$ cat src/rtl/jump_pkg.sv
// Shared definitions for the jump trajectory datapath: state encoding,
// fixed-point formats, accumulator widths and the launch-velocity clamp.
`timescale 1ns/1ps
package jump_pkg;

    // Controller states
    typedef enum logic [1:0] {
        ST_IDLE   = 2'd0,
        ST_LAUNCH = 2'd1,
        ST_FLY    = 2'd2,
        ST_DONE   = 2'd3
    } jump_state_e;

    // Launch velocity limit and fixed-point fraction bits
    localparam int V_MAX       = 127;
    localparam int H_FRAC_BITS = 3;   // height accumulator in 1/8 px
    localparam int D_FRAC_BITS = 5;   // distance accumulator in 1/32 px

    // Datapath widths
    localparam int VIN_W    = 11;     // raw launch velocity from the game FSM
    localparam int V_W      = 7;      // clamped launch velocity
    localparam int VY_W     = 9;      // signed vertical velocity
    localparam int H_W      = 13;     // signed height accumulator
    localparam int D_W      = 14;     // unsigned distance accumulator
    localparam int DIST_W   = 11;     // published distance, px
    localparam int HEIGHT_W = 9;      // published height, px

    // Default vertical deceleration per step, 1/8 px
    localparam int GRAVITY_DEFAULT = 4;

    // Clamp the raw launch velocity into the 0..V_MAX range
    function automatic logic [V_W-1:0] sat_velocity(input logic [VIN_W-1:0] v);
        if (v > VIN_W'(V_MAX)) begin
            return V_W'(V_MAX);
        end
        return v[V_W-1:0];
    endfunction

endpackage

$ cat src/rtl/step_prescaler.sv
// Trajectory step timebase: counts 0..STEP_DIV-1 while enabled and flags
// the terminal count for one cycle, which is the step tick.
`timescale 1ns/1ps
module step_prescaler #(
    parameter int STEP_DIV = 419_583
) (
    input  logic clk_machine,
    input  logic rst_machine,
    input  logic i_clr,
    input  logic i_en,
    output logic o_tick
);

    localparam int CW = $clog2(STEP_DIV);
    localparam logic [CW-1:0] TERM = CW'(STEP_DIV - 1);

    logic [CW-1:0] cnt_q;
    logic          at_term;

    assign at_term = (cnt_q == TERM);

    // Free-running modulo counter, held while disabled, cleared on request
    always_ff @(posedge clk_machine or posedge rst_machine) begin
        if (rst_machine) begin
            cnt_q <= '0;
        end else if (i_clr) begin
            cnt_q <= '0;
        end else if (i_en) begin
            cnt_q <= at_term ? '0 : cnt_q + CW'(1);
        end
    end

    // The tick is the last count of each period, so the first tick lands
    // exactly STEP_DIV cycles after the counter starts from zero
    assign o_tick = i_en && at_term;

endmodule

$ cat src/rtl/jump_trajectory_ctrl.sv
// Jump trajectory controller: latches the launch velocity, steps a
// fixed-point ballistic arc on each prescaler tick and reports distance,
// height and landing to the game FSM and graphics path.
`timescale 1ns/1ps
module jump_trajectory_ctrl
    import jump_pkg::*;
#(
    parameter int STEP_DIV = 419_583,
    parameter int GRAVITY  = GRAVITY_DEFAULT
) (
    input  logic                clk_machine,
    input  logic                rst_machine,
    input  logic                i_jump_en,
    input  logic [VIN_W-1:0]    i_jump_v_init,
    output logic                o_jump_done,
    output logic [DIST_W-1:0]   o_jump_dist,
    output logic [HEIGHT_W-1:0] o_jump_height,
    output logic                o_busy
);

    localparam logic signed [VY_W-1:0] GRAV_VY = VY_W'(GRAVITY);

    jump_state_e               state_q;
    logic [V_W-1:0]            v_lat_q;
    logic signed [VY_W-1:0]    vy_q;
    logic signed [H_W-1:0]     h_acc_q;
    logic [D_W-1:0]            d_acc_q;
    logic                      done_q;
    logic                      busy_q;
    logic [DIST_W-1:0]         dist_q;
    logic [HEIGHT_W-1:0]       height_q;

    logic                      step_tick;
    logic                      presc_clr;
    logic                      presc_en;

    logic [V_W-1:0]            v_sat_d;
    logic signed [H_W-1:0]     h_acc_d;
    logic signed [VY_W-1:0]    vy_d;
    logic [D_W-1:0]            d_acc_d;
    logic                      landed_d;

    // Step timebase restarts on every launch and only runs during flight
    assign presc_clr = (state_q == ST_LAUNCH);
    assign presc_en  = (state_q == ST_FLY);

    step_prescaler #(
        .STEP_DIV (STEP_DIV)
    ) u_step_prescaler (
        .clk_machine (clk_machine),
        .rst_machine (rst_machine),
        .i_clr       (presc_clr),
        .i_en        (presc_en),
        .o_tick      (step_tick)
    );

    // Candidate next values for one trajectory step
    always_comb begin
        v_sat_d  = sat_velocity(i_jump_v_init);
        h_acc_d  = h_acc_q + H_W'(vy_q);
        vy_d     = vy_q - GRAV_VY;
        d_acc_d  = d_acc_q + D_W'(v_lat_q);
        // Landing when the new height is zero or has gone below the block
        landed_d = h_acc_d[H_W-1] || (h_acc_d == '0);
    end

    // Controller FSM with the accumulators and registered outputs
    always_ff @(posedge clk_machine or posedge rst_machine) begin
        if (rst_machine) begin
            state_q  <= ST_IDLE;
            v_lat_q  <= '0;
            vy_q     <= '0;
            h_acc_q  <= '0;
            d_acc_q  <= '0;
            done_q   <= 1'b0;
            busy_q   <= 1'b0;
            dist_q   <= '0;
            height_q <= '0;
        end else begin
            case (state_q)
                ST_IDLE: begin
                    done_q   <= 1'b0;
                    height_q <= '0;
                    if (i_jump_en) begin
                        // Clear the published arc on entry so the launch
                        // cycle already shows a fresh flight
                        state_q  <= ST_LAUNCH;
                        busy_q   <= 1'b1;
                        dist_q   <= '0;
                        h_acc_q  <= '0;
                        d_acc_q  <= '0;
                    end
                end

                ST_LAUNCH: begin
                    height_q <= '0;
                    if (!i_jump_en) begin
                        state_q <= ST_IDLE;
                        busy_q  <= 1'b0;
                    end else begin
                        // Velocity is sampled only here; later changes on
                        // the input have no effect on this flight
                        v_lat_q <= v_sat_d;
                        vy_q    <= VY_W'(v_sat_d);
                        h_acc_q <= '0;
                        d_acc_q <= '0;
                        dist_q  <= '0;
                        state_q <= ST_FLY;
                    end
                end

                ST_FLY: begin
                    if (!i_jump_en) begin
                        // Abort: drop to the block, keep the distance reached
                        state_q  <= ST_IDLE;
                        busy_q   <= 1'b0;
                        height_q <= '0;
                    end else if (step_tick) begin
                        vy_q    <= vy_d;
                        d_acc_q <= d_acc_d;
                        dist_q  <= DIST_W'(d_acc_d >> D_FRAC_BITS);
                        if (landed_d) begin
                            h_acc_q  <= '0;
                            height_q <= '0;
                            state_q  <= ST_DONE;
                            done_q   <= 1'b1;
                            busy_q   <= 1'b0;
                        end else begin
                            h_acc_q  <= h_acc_d;
                            height_q <= h_acc_d[H_FRAC_BITS +: HEIGHT_W];
                        end
                    end
                end

                ST_DONE: begin
                    // Hold the landing result until the FSM releases us
                    if (!i_jump_en) begin
                        state_q <= ST_IDLE;
                        done_q  <= 1'b0;
                    end
                end

                default: begin
                    state_q  <= ST_IDLE;
                    done_q   <= 1'b0;
                    busy_q   <= 1'b0;
                    height_q <= '0;
                end
            endcase
        end
    end

    assign o_jump_done   = done_q;
    assign o_busy        = busy_q;
    assign o_jump_dist   = dist_q;
    assign o_jump_height = height_q;

endmodule
$ cat config.mk
export PLATFORM = sky130hd
export DESIGN_NAME = jump_trajectory_ctrl
export DESIGN_NICKNAME = d
export VERILOG_FILES = /design/src/rtl/jump_pkg.sv /design/src/rtl/step_prescaler.sv /design/src/rtl/jump_trajectory_ctrl.sv
export SDC_FILE = /design/constraint.sdc
export NUM_CORES = 1
export LEC_CHECK = 0
export ABC_AREA = 1
export CAP_MARGIN = 20
export CORE_UTILIZATION = 40
export CTS_BUF_LIST = sky130_fd_sc_hd__clkbuf_4
export CTS_CLUSTER_DIAMETER = 100
export DETAILED_ROUTE_END_ITERATION = 10
export GPL_ROUTABILITY_DRIVEN = 0
export PLACE_DENSITY = 0.69
export SYNTH_ARGS = -nofsm -noshare
export SYNTH_HDL_FRONTEND = slang
export SYNTH_SLANG_ARGS = --single-unit
$ cat constraint.sdc
create_clock -name clk_machine -period 3.15 [get_ports clk_machine]
set_clock_uncertainty 0.1 [all_clocks]
set_input_delay 0.63 -clock clk_machine [delete_from_list [all_inputs] [get_ports clk_machine]]
set_output_delay 0.63 -clock clk_machine [all_outputs]
set_load 0.05 [all_outputs]
# --- After elaboration in Yosys (flattened, before gate mapping) ---
# Index checks and enable logic that the tools add are counted.
totals:
  ff_bits: 86
  latch_bits: 0
  ram_bits: 0
  romBits: 0
  inputBits: 14
  output_inout_bits: 22
  word_cells: 89
  memories: 0
op_classes:
  n_addsub: 4
  multipliers: 0
  n_div: 0
  n_lt_le_gt_ge: 1
  eq_ne: 14
  shift: 0
  muxes: 44
  bitwise_logic: 0
  n_reduce_logical: 16
ops:
  columns: ["op", "count"]
  rows:
  - ["19-bit two-way mux", 3]
  - ["9-bit two-way mux", 6]
  - ["13-bit two-way mux", 4]
  - ["14-bit two-way mux", 3]
  - ["9-bit one-hot mux with 2 select lines", 2]
  - ["11-bit two-way mux", 3]
  - ["14-bit one-hot mux with 2 select lines", 1]
  - ["13-bit one-hot mux with 2 select lines", 1]
  - ["11-bit one-hot mux with 2 select lines", 1]
  - ["19-bit by 1-bit adder with 19-bit output, second input constant", 1]
  - ["19-bit equality test, second input constant", 1]
  - ["14-bit by 7-bit adder with 14-bit output", 1]
  - ["7-bit two-way mux", 2]
  - ["2-bit != test, second input constant", 7]
  - ["13-bit by 9-bit adder with 13-bit output", 1]
  - ["13-bit logical NOT", 1]
  - ["2-bit two-way mux", 6]
  - ["4-bit AND reduction", 3]
  - ["11-bit by 7-bit > comparator with 1-bit output, second input constant", 1]
  - ["5-bit AND reduction", 2]
  - ["1-bit two-way mux", 9]
  - ["9-bit by 4-bit subtractor with 9-bit output, second input constant", 1]
  - ["2-bit one-hot mux with 4 select lines", 1]
  - ["3-bit != test, second input constant", 2]
  - ["11 further kinds", 16]

# --- Logic depth before layout (Yosys ltp) ---
# Gate-level depths: netlist (run 1).
logic_depth:
  ltp_word: 7
  mapped_depth: 16
  ltp_nobuf: 15

# --- Modules after synthesis ---
# A second synthesis (run 1) with hierarchy kept.
hier_totals:
  hier_cells: 714
  hier_area_um2: 5106.1
modules_own_cells:
  columns: ["mod", "instances", "cells_per_inst", "area_each_um2", "seq_area_each_um2"]
  rows:
  - ["jump_trajectory_ctrl", 1, 524, 3857.4, 1401.3]
  - ["step_prescaler", 1, 190, 1248.7, 475.5]

# --- Worst setup path before layout (run 1) ---
# Ideal clock, no wire load.
synth_timing:
  kind: "reg-to-reg"
  start: "reg h_acc_q[0]"
  end: "reg state_q[0]"
  setup_ns: 0.117
  t_arrival_ns: 2.083
  required_ns: 2.933
  path_slack_ns: 0.850
  stages_incl_launch_ff: 15
  path_buffers: 1
  synth_period_minus_slack_ns: 2.300
  cell_sequence: "dfrtp_1 ha_1 fa_1 nand3_1 nand2_2 nand2_1 nand2_2 a21oi_1 xor2_1 inv_1 nand3_1 buf_6 nand3_1 nand2_1 nand2_1"
synth_via:
  elab_chain_cells: 5
synth_rtl:
  columns: ["element", "line_no", "rtl"]
  rows:
  - ["from (decl)", "jump_trajectory_ctrl.sv:26", "logic signed [H_W-1:0] h_acc_q;"]
  - ["from (signal assigned)", "jump_trajectory_ctrl.sv:73", "h_acc_q <= '0;"]
  - ["from (signal assigned)", "jump_trajectory_ctrl.sv:90", "h_acc_q <= '0;"]
  - ["from (signal assigned)", "jump_trajectory_ctrl.sv:105", "h_acc_q <= '0;"]
  - ["13-bit by 9-bit adder with 13-bit output *", "jump_trajectory_ctrl.sv:60", "h_acc_d = h_acc_q + H_W'(vy_q);"]
  - ["13-bit logical NOT", "jump_trajectory_ctrl.sv:64", "landed_d = h_acc_d[H_W-1] || (h_acc_d == '0);"]
  - ["1-bit logical OR *", "jump_trajectory_ctrl.sv:64", null]
  - ["3-bit != test (no line) *", null, null]
  - ["4-bit AND reduction (no line) *", null, null]
  - ["to (signal assigned)", "jump_trajectory_ctrl.sv:70", "state_q <= ST_IDLE;"]
  - ["to (signal assigned)", "jump_trajectory_ctrl.sv:87", "state_q <= ST_LAUNCH;"]
  - ["to (signal assigned)", "jump_trajectory_ctrl.sv:98", "state_q <= ST_IDLE;"]
  - ["to (decl)", "jump_trajectory_ctrl.sv:23", "jump_state_e state_q;"]
# Every way passes the cells marked *; elsewhere a longest branch is shown, timed or not.
# A chain may end at the register's enable or synchronous reset.

# --- Worst setup path in the final report (run 1) ---
layout_timing:
  start: "reg vy_q[0]"
  end: "reg height_q[8], in the netlist o_jump_height[8]"
layout_via:
  elab_chain_cells: 7
layout_rtl:
  columns: ["element", "line_no", "rtl"]
  rows:
  - ["from (decl)", "jump_trajectory_ctrl.sv:25", "logic signed [VY_W-1:0] vy_q;"]
  - ["from (signal assigned)", "jump_trajectory_ctrl.sv:104", "vy_q <= VY_W'(v_sat_d);"]
  - ["from (signal assigned)", "jump_trajectory_ctrl.sv:119", "vy_q <= vy_d;"]
  - ["13-bit by 9-bit adder with 13-bit output *", "jump_trajectory_ctrl.sv:60", null]
  - ["13-bit logical NOT", "jump_trajectory_ctrl.sv:64", null]
  - ["1-bit logical OR", "jump_trajectory_ctrl.sv:64", null]
  - ["9-bit two-way mux *", "jump_trajectory_ctrl.sv:122", "if (landed_d) begin"]
  - ["9-bit two-way mux *", "jump_trajectory_ctrl.sv:118", "end else if (step_tick) begin"]
  - ["9-bit two-way mux *", "jump_trajectory_ctrl.sv:113", "if (!i_jump_en) begin"]
  - ["9-bit one-hot mux with 2 select lines *", "jump_trajectory_ctrl.sv:80", "case (state_q)"]
  - ["to (signal assigned)", "jump_trajectory_ctrl.sv:130", "height_q <= h_acc_d[H_FRAC_BITS +: HEIGHT_W];"]
  - ["to (decl)", "jump_trajectory_ctrl.sv:31", "logic [HEIGHT_W-1:0] height_q;"]
# Every way passes the cells marked *; elsewhere a longest branch is shown, timed or not. The select of a mux whose other input is x is not followed.

==> flow_summary.json, run 1 <==
{
  "status": "completed",
  "maxCapViolations": 0,
  "start_util_pct": 41.2,
  "cts.htree.levels": 3,
  "grt_usage_pct": 18.9,
  "nets": 733,
  "max_freq_mhz": 369,
  "dp.final_hpwl_um": 8440,
  "rows": 40,
  "hold_path.class": "reg2reg",
  "dr_total_vias": 4293,
  "tightest_slew_ns": 0.550,
  "seq_area_frac_synth_pct": 38.0,
  "holdBufCountCts": 0,
  "ctsResizeCount": 0,
  "drive_gt1_share_pct": 6.93,
  "drc_errors": 0,
  "cp-endpoint": "o_jump_height[8]",
  "reg2reg_depth": 13,
  "synthesis.area_um2": 4940,
  "grt_pass1_vias": 4163,
  "cp_max_fo": 11,
  "post_cts_buffers": 0,
  "root_buffer": "clkbuf_4",
  "path_clk_slew_ns": 0.13,
  "clock_latency_ns": 0.45,
  "drt_iter0_drc": 298,
  "reg2reg_to": "o_jump_height[8]",
  "drt-met1-wl_um": 5330,
  "overflow": 0,
  "ys_ff_latch": 75,
  "area_delta_synth_final_pct": 10.9,
  "dp.cells": 824,
  "grt_start_max_net_pins": 76,
  "utilization_pct": 45.6,
  "dr_wl_met3_um": 478,
  "postSynthAreaPerCell_um2": 7.48,
  "n_fill_cell": 1227,
  "rsz0062_at_grt": "false",
  "ys_warn_count": 0,
  "grt_pass1_wl_um": 19200,
  "layout_commonest_cell": "nand2_1",
  "ios": 36,
  "worstSetupPathType": "reg2reg",
  "synth-main-ff-cell": "dfrtp_1",
  "antenna_cells": 0,
  "cts_tree": "yes",
  "startpoint_type": "register",
  "die_y_um": 113,
  "synth-edff-count": 0,
  "cts_buffer_depth": 2,
  "required_ns": 3.43,
  "timing.slew.headroom_pct": 63.3,
  "drt_wl_total_um": 11100,
  "max-vdd-ir-drop_uv": 339,
  "setup.worst_path.start": "vy_q[0]",
  "numClockSinks": 75,
  "cp_data_arrival_time_ns": 3.00,
  "drt-pass1-iter-count": 5,
  "setup_tns_ns": 0,
  "min_path_cells": 2,
  "totalPowerFinal_mw": 3.68,
  "slew_viol_final": 0,
  "dieArea_um2": 12800,
  "r2r-start": "vy_q[0]",
  "whs_ns": 0.397,
  "final_antenna_net_count": 0,
  "fin_crit_sh_pct": 86.1,
  "syn_inst": 661,
  "cts_made_buffers": 9,
  "antenna_found_initial": 0,
  "ys_types": 47,
  "fin_cells": 840,
  "fp.dieW_um": 113,
  "cp-end-kind": "register",
  "highest_layer": "met4",
  "async_flop_share_pct": 100,
  "final_cell_mix": "nand2_1, inv_1, dfrtp_1, nor2_1, nand3_1",
  "wl_met2_um": 5170,
  "powerDensity_nw_per_um2": 672,
  "min_period_ns": 2.71,
  "vias_per_cell": 5.11,
  "hold_viol_final": 0,
  "rrSetupSlack_ns": 0.44,
  "total_leakage_power_nw": 2.76,
  "setup-violations-final": 0,
  "placeableCoreArea_um2": 12000,
  "wl_per_cell_um": 13.3,
  "port_buffers": 33
}
## metrics by stage
| stage | cell area [um^2] | setup WS (ns) |
|---|---|---|
| global placement | 5360 | 0.505 |
| detailed placement | 5360 | 0.470 |
| global route | 5480 | 0.205 |
| CTS | 5480 | 0.438 |
| finish | 5480 | 0.436 |
| floorplan | 4950 | 0.510 |
## metal layers
layer / vias to the layer above / GRT usage, %
li1: 2185 / -
met1: 2006 / 25.3
met2: 85 / 29.7
met3: 17 / 4.34
met4: 0 / 7.37
met5: - / 0
## synthesized netlist by cell type (2+ instances only)
cell type / n / area (um^2)
nand2_1: 188 / 706
inv_1: 79 / 297
dfrtp_1: 75 / 1880
nor2_1: 63 / 236
nand3_1: 46 / 230
ha_1: 29 / 363
a21oi_1: 26 / 130
o21ai_0: 23 / 115
nor3_1: 16 / 80.1
xor2_1: 16 / 140
nand4_1: 15 / 93.8
buf_4: 12 / 90.1
or2_2: 7 / 43.8
buf_2: 5 / 25.0
nand2_2: 5 / 31.3
xnor2_1: 4 / 35.0
a31oi_1: 3 / 18.8
clkbuf_1: 3 / 11.3
nor4_1: 3 / 18.8
o211ai_1: 3 / 22.5
o31ai_1: 3 / 22.5
a31o_2: 2 / 17.5
a32o_1: 2 / 20.0
buf_6: 2 / 22.5
fa_1: 2 / 40.0
inv_2: 2 / 7.51
nand3b_1: 2 / 15.0
nor2_2: 2 / 12.5
nor2_4: 2 / 22.5
nor3_2: 2 / 20.0
o311ai_0: 2 / 17.5
o31ai_2: 2 / 25.0
## kinds of logic (layout without fill, tap and decap cells)
logic type | count (synthesis) | count (layout) | synth area share (%)
AOI/OAI and AO/OA | 72 | 72 | 8.81
adders and majority gates | 31 | 31 | 8.15
buffers and inverters | 104 | 135 | 9.24
and+or+nand+nor | 358 | 358 | 32.2
xor gates and xnor gates | 20 | 20 | 3.54
other | 1 | 2 | 0.0759
DFF | 75 | 75 | 38.0
## worst min path at each step
stage,end,start,slack [ns]
floorplan,h_acc_q[2],h_acc_q[2],0.35
global placement,h_acc_q[0],h_acc_q[0],0.37
detailed placement,o_busy,o_busy,0.36
CTS,o_jump_height[5],o_jump_height[5],0.40
global route,h_acc_q[10],h_acc_q[10],0.42
finish,o_jump_height[5],o_jump_height[5],0.40
## report_power, final
| part | switching (mW) | internal, mW | total, mW |
|---|---|---|---|
| logic | 1.20 | 0.579 | 1.78 |
| registers | 0.183 | 1.15 | 1.33 |
| clock network | 0.343 | 0.231 | 0.574 |
## state kept, by name, summed over array words and instances (netlist names), 2 cells and up
| signal | cells |
|---|---|
| v_lat_q | 7 |
| d_acc_q | 13 |
| h_acc_q | 13 |
| u_step_prescaler.cnt_q | 19 |
| state_q | 2 |
| vy_q | 9 |
| o_jump_height | 9 |
## critical path, stage by stage, from the launching register on
cell	delay (ns)
dfrtp_1	0.41
ha_1	0.23
fa_1	0.43
nand3_1	0.14
nand2_2	0.08
nand2_1	0.07
nand2_2	0.06
xor2_1	0.21
nor2_1	0.07
nand3_1	0.10
nand3_1	0.28
inv_1	0.25
nand3_1	0.13
nand2_1	0.10
## area by class of cell
class	instances	area [um^2]	area share, %
clock inverter	7	58.8	1.07
clock buffer	9	67.6	1.23
sequential	75	1880	34.2
multi-input combinational	483	2610	47.7
inverter	82	308	5.62
tap	147	184	3.36
timing repair buffer	37	373	6.80
(Power assumes the default switching activity.)
==> inputs of run 2 (changes only) <==
==> constraint.sdc (replaced) <==
create_clock -name clk_machine -period 3.15 [get_ports clk_machine]
set_clock_uncertainty 0.1 [all_clocks]
set_input_delay 0.63 -clock clk_machine [delete_from_list [all_inputs] [get_ports clk_machine]]
set_output_delay 0.63 -clock clk_machine [all_outputs]
set_load 0.01 [all_outputs]
==> results of run 2 <==
The final DEF is identical to that of run 1. Status: completed.
Main changes from that run: total power 3.68 mW -> 3.63 mW; worst IR drop on VDD 339 uV -> 275 uV
==> inputs of run 3 (changes only) <==
--- a/config.mk
+++ b/config.mk
@@ -13,6 +13,7 @@
 export DETAILED_ROUTE_END_ITERATION = 10
 export GPL_ROUTABILITY_DRIVEN = 0
 export PLACE_DENSITY = 0.69
+export SETUP_SLACK_MARGIN = 0.4
 export SYNTH_ARGS = -nofsm -noshare
 export SYNTH_HDL_FRONTEND = slang
 export SYNTH_SLANG_ARGS = --single-unit
==> flow_summary.json, run 3 (synthesis gave the netlist of run 1 again) <==
{
  "status": "completed",
  "setup_tns_ns": 0,
  "numClockSinks": 75,
  "drt-pass1-iter-count": 5,
  "drt_wl_total_um": 11100,
  "ios": 36,
  "rows": 40,
  "hold_viol_final": 0,
  "worstSetupPathType": "reg2reg",
  "crit_top_cell": "nand2_1",
  "r2r-start": "vy_q[0]",
  "area_delta_synth_final_pct": 11.1,
  "setup-violations-final": 0,
  "path_depth": 13,
  "clock_latency_ns": 0.45,
  "port_buffers": 33,
  "cts.htree.levels": 3,
  "crit_slowest_cell": "fa_1",
  "cp_max_fo": 11,
  "drt_iter0_drc": 290,
  "holdBufCountCts": 0,
  "multiInputGateArea_um2": 2620,
  "grt_usage_pct": 18.9,
  "antenna_found_initial": 0,
  "dp.final_hpwl_um": 8440,
  "critical_path_buf_inv_count": 0,
  "start_util_pct": 41.2,
  "cp_data_arrival_time_ns": 2.85,
  "root_buffer": "clkbuf_4",
  "grt_pass1_wl_um": 19200,
  "fp.dieW_um": 113,
  "dr_total_vias": 4289,
  "hold_path.class": "reg2reg",
  "setup.worst_path.start": "vy_q[0]",
  "final_antenna_net_count": 0,
  "min_period_ns": 2.58,
  "max-vdd-ir-drop_uv": 279,
  "wl_per_cell_um": 13.2,
  "hold_start": "o_jump_height[5]",
  "reg_top3": "u_step_prescaler.cnt_q x19, d_acc_q x13, h_acc_q x13",
  "fin_crit_sh_pct": 81.8,
  "reg2reg_depth": 13,
  "largest_register": "u_step_prescaler.cnt_q",
  "post_cts_buffers": 0,
  "cts_made_buffers": 9,
  "overflow": 0,
  "maxCapViolations": 0,
  "crit_chain": "ha_1 -> fa_1 -> nand3_1 -> nand2_2 -> nand2_1 -> nand2_2 -> xor2_1 -> nor2_1 -> nand3_1 -> nand3_2 -> nor2_1 -> nand2_1 -> nand2_1",
  "cp-end-kind": "register",
  "n_fill_cell": 1228,
  "seq_area_um2": 1880,
  "grt_start_max_net_pins": 76,
  "drc_errors": 0,
  "grt_pass1_vias": 4163,
  "slowest_delay_ns": 0.43,
  "rsz0062_at_grt": "true",
  "powerDensity_nw_per_um2": 661,
  "min_path_cells": 2,
  "largest_reg_flops": 19,
  "rrSetupSlack_ns": 0.57,
  "placeableCoreArea_um2": 12000,
  "timing.slew.headroom_pct": 63.2,
  "die_y_um": 113,
  "cts_buffer_depth": 2,
  "required_ns": 3.42,
  "path_clk_slew_ns": 0.13,
  "vias_per_cell": 5.11,
  "nets": 733,
  "startpoint_type": "register",
  "cp_top_family": "simple AND/OR/NAND/NOR gates",
  "dieArea_um2": 12800,
  "layout_commonest_cell": "nand2_1",
  "totalPowerFinal_mw": 3.63,
  "slew_viol_final": 0,
  "total_leakage_power_nw": 2.76,
  "final_cell_mix": "nand2_1, inv_1, dfrtp_1, nor2_1, nand3_1",
  "drive_gt1_share_pct": 7.50,
  "max_freq_mhz": 388,
  "cts_tree": "yes",
  "antenna_cells": 0,
  "whs_ns": 0.397,
  "tightest_slew_ns": 0.551
}
run 3: cell counts in the layout (fill, tap and decap cells not counted):
No cell type changed its count.
run 3: worst register-to-register path, cell delays in order (launching register included):
cell     delay, ns
dfrtp_1       0.41
ha_1          0.23
fa_1          0.43
nand3_1       0.14
nand2_2       0.08
nand2_1       0.07
nand2_2       0.06
xor2_1        0.21
nor2_1        0.07
nand3_1       0.12
nand3_2       0.20
nor2_1        0.23
nand2_1       0.08
nand2_1       0.07
run 3: final timing paths:
check | to
worst max-delay path | o_jump_height[1]
worst min-delay path | o_jump_height[5]
worst max register to register | o_jump_height[1]
worst min register to register | o_jump_height[5]
max in group asynchronous | v_lat_q[2]
min in group asynchronous | v_lat_q[0]
run 3: power breakdown:
| group | total (mW) | internal (mW) | switching, mW | leakage (nW) |
|---|---|---|---|---|
| sequential | 1.33 | 1.15 | 0.181 | 1.00 |
| clock | 0.572 | 0.231 | 0.341 | 0.0682 |
| combinational | 1.73 | 0.585 | 1.15 | 1.69 |
run 3: layout make-up:
class	count	area share [%]
Multi-Input combinational cell	483	47.8
Sequential cell	75	34.2
Timing Repair Buffer	37	6.79
Inverter	82	5.60
Tap cell	147	3.35
Clock buffer	9	1.23
Clock inverter	7	1.07
run 3: metrics by stage:
step	cells	instance area, um^2	worst slack, ns	utilization (%)
after floorplan	662	4950	0.510	-
after global placement	824	5360	0.505	44.6
after detailed placement	824	5360	0.470	44.6
after CTS	840	5480	0.438	45.6
after global routing	840	5490	0.365	45.7
final	840	5490	0.574	45.7
run 3: what timing repair did:
item | in CTS | in global routing
gates resized for setup | 0 | 4
hold endpoints to repair | 0 | 0
setup endpoints to repair | 0 | 24
run 3: metal layers:
| metal | GRT usage, % | part of all wire, % | wire, um | up-vias |
|---|---|---|---|---|
| li1 | - | - | - | 2188 |
| met3 | 4.34 | 5.2 | 575 | 19 |
| met4 | 7.37 | 1.6 | 174 | 0 |
| met5 | 0 | 0 | 0 | - |
| met1 | 25.3 | 47 | 5200 | 1999 |
| met2 | 29.7 | 47 | 5180 | 83 |
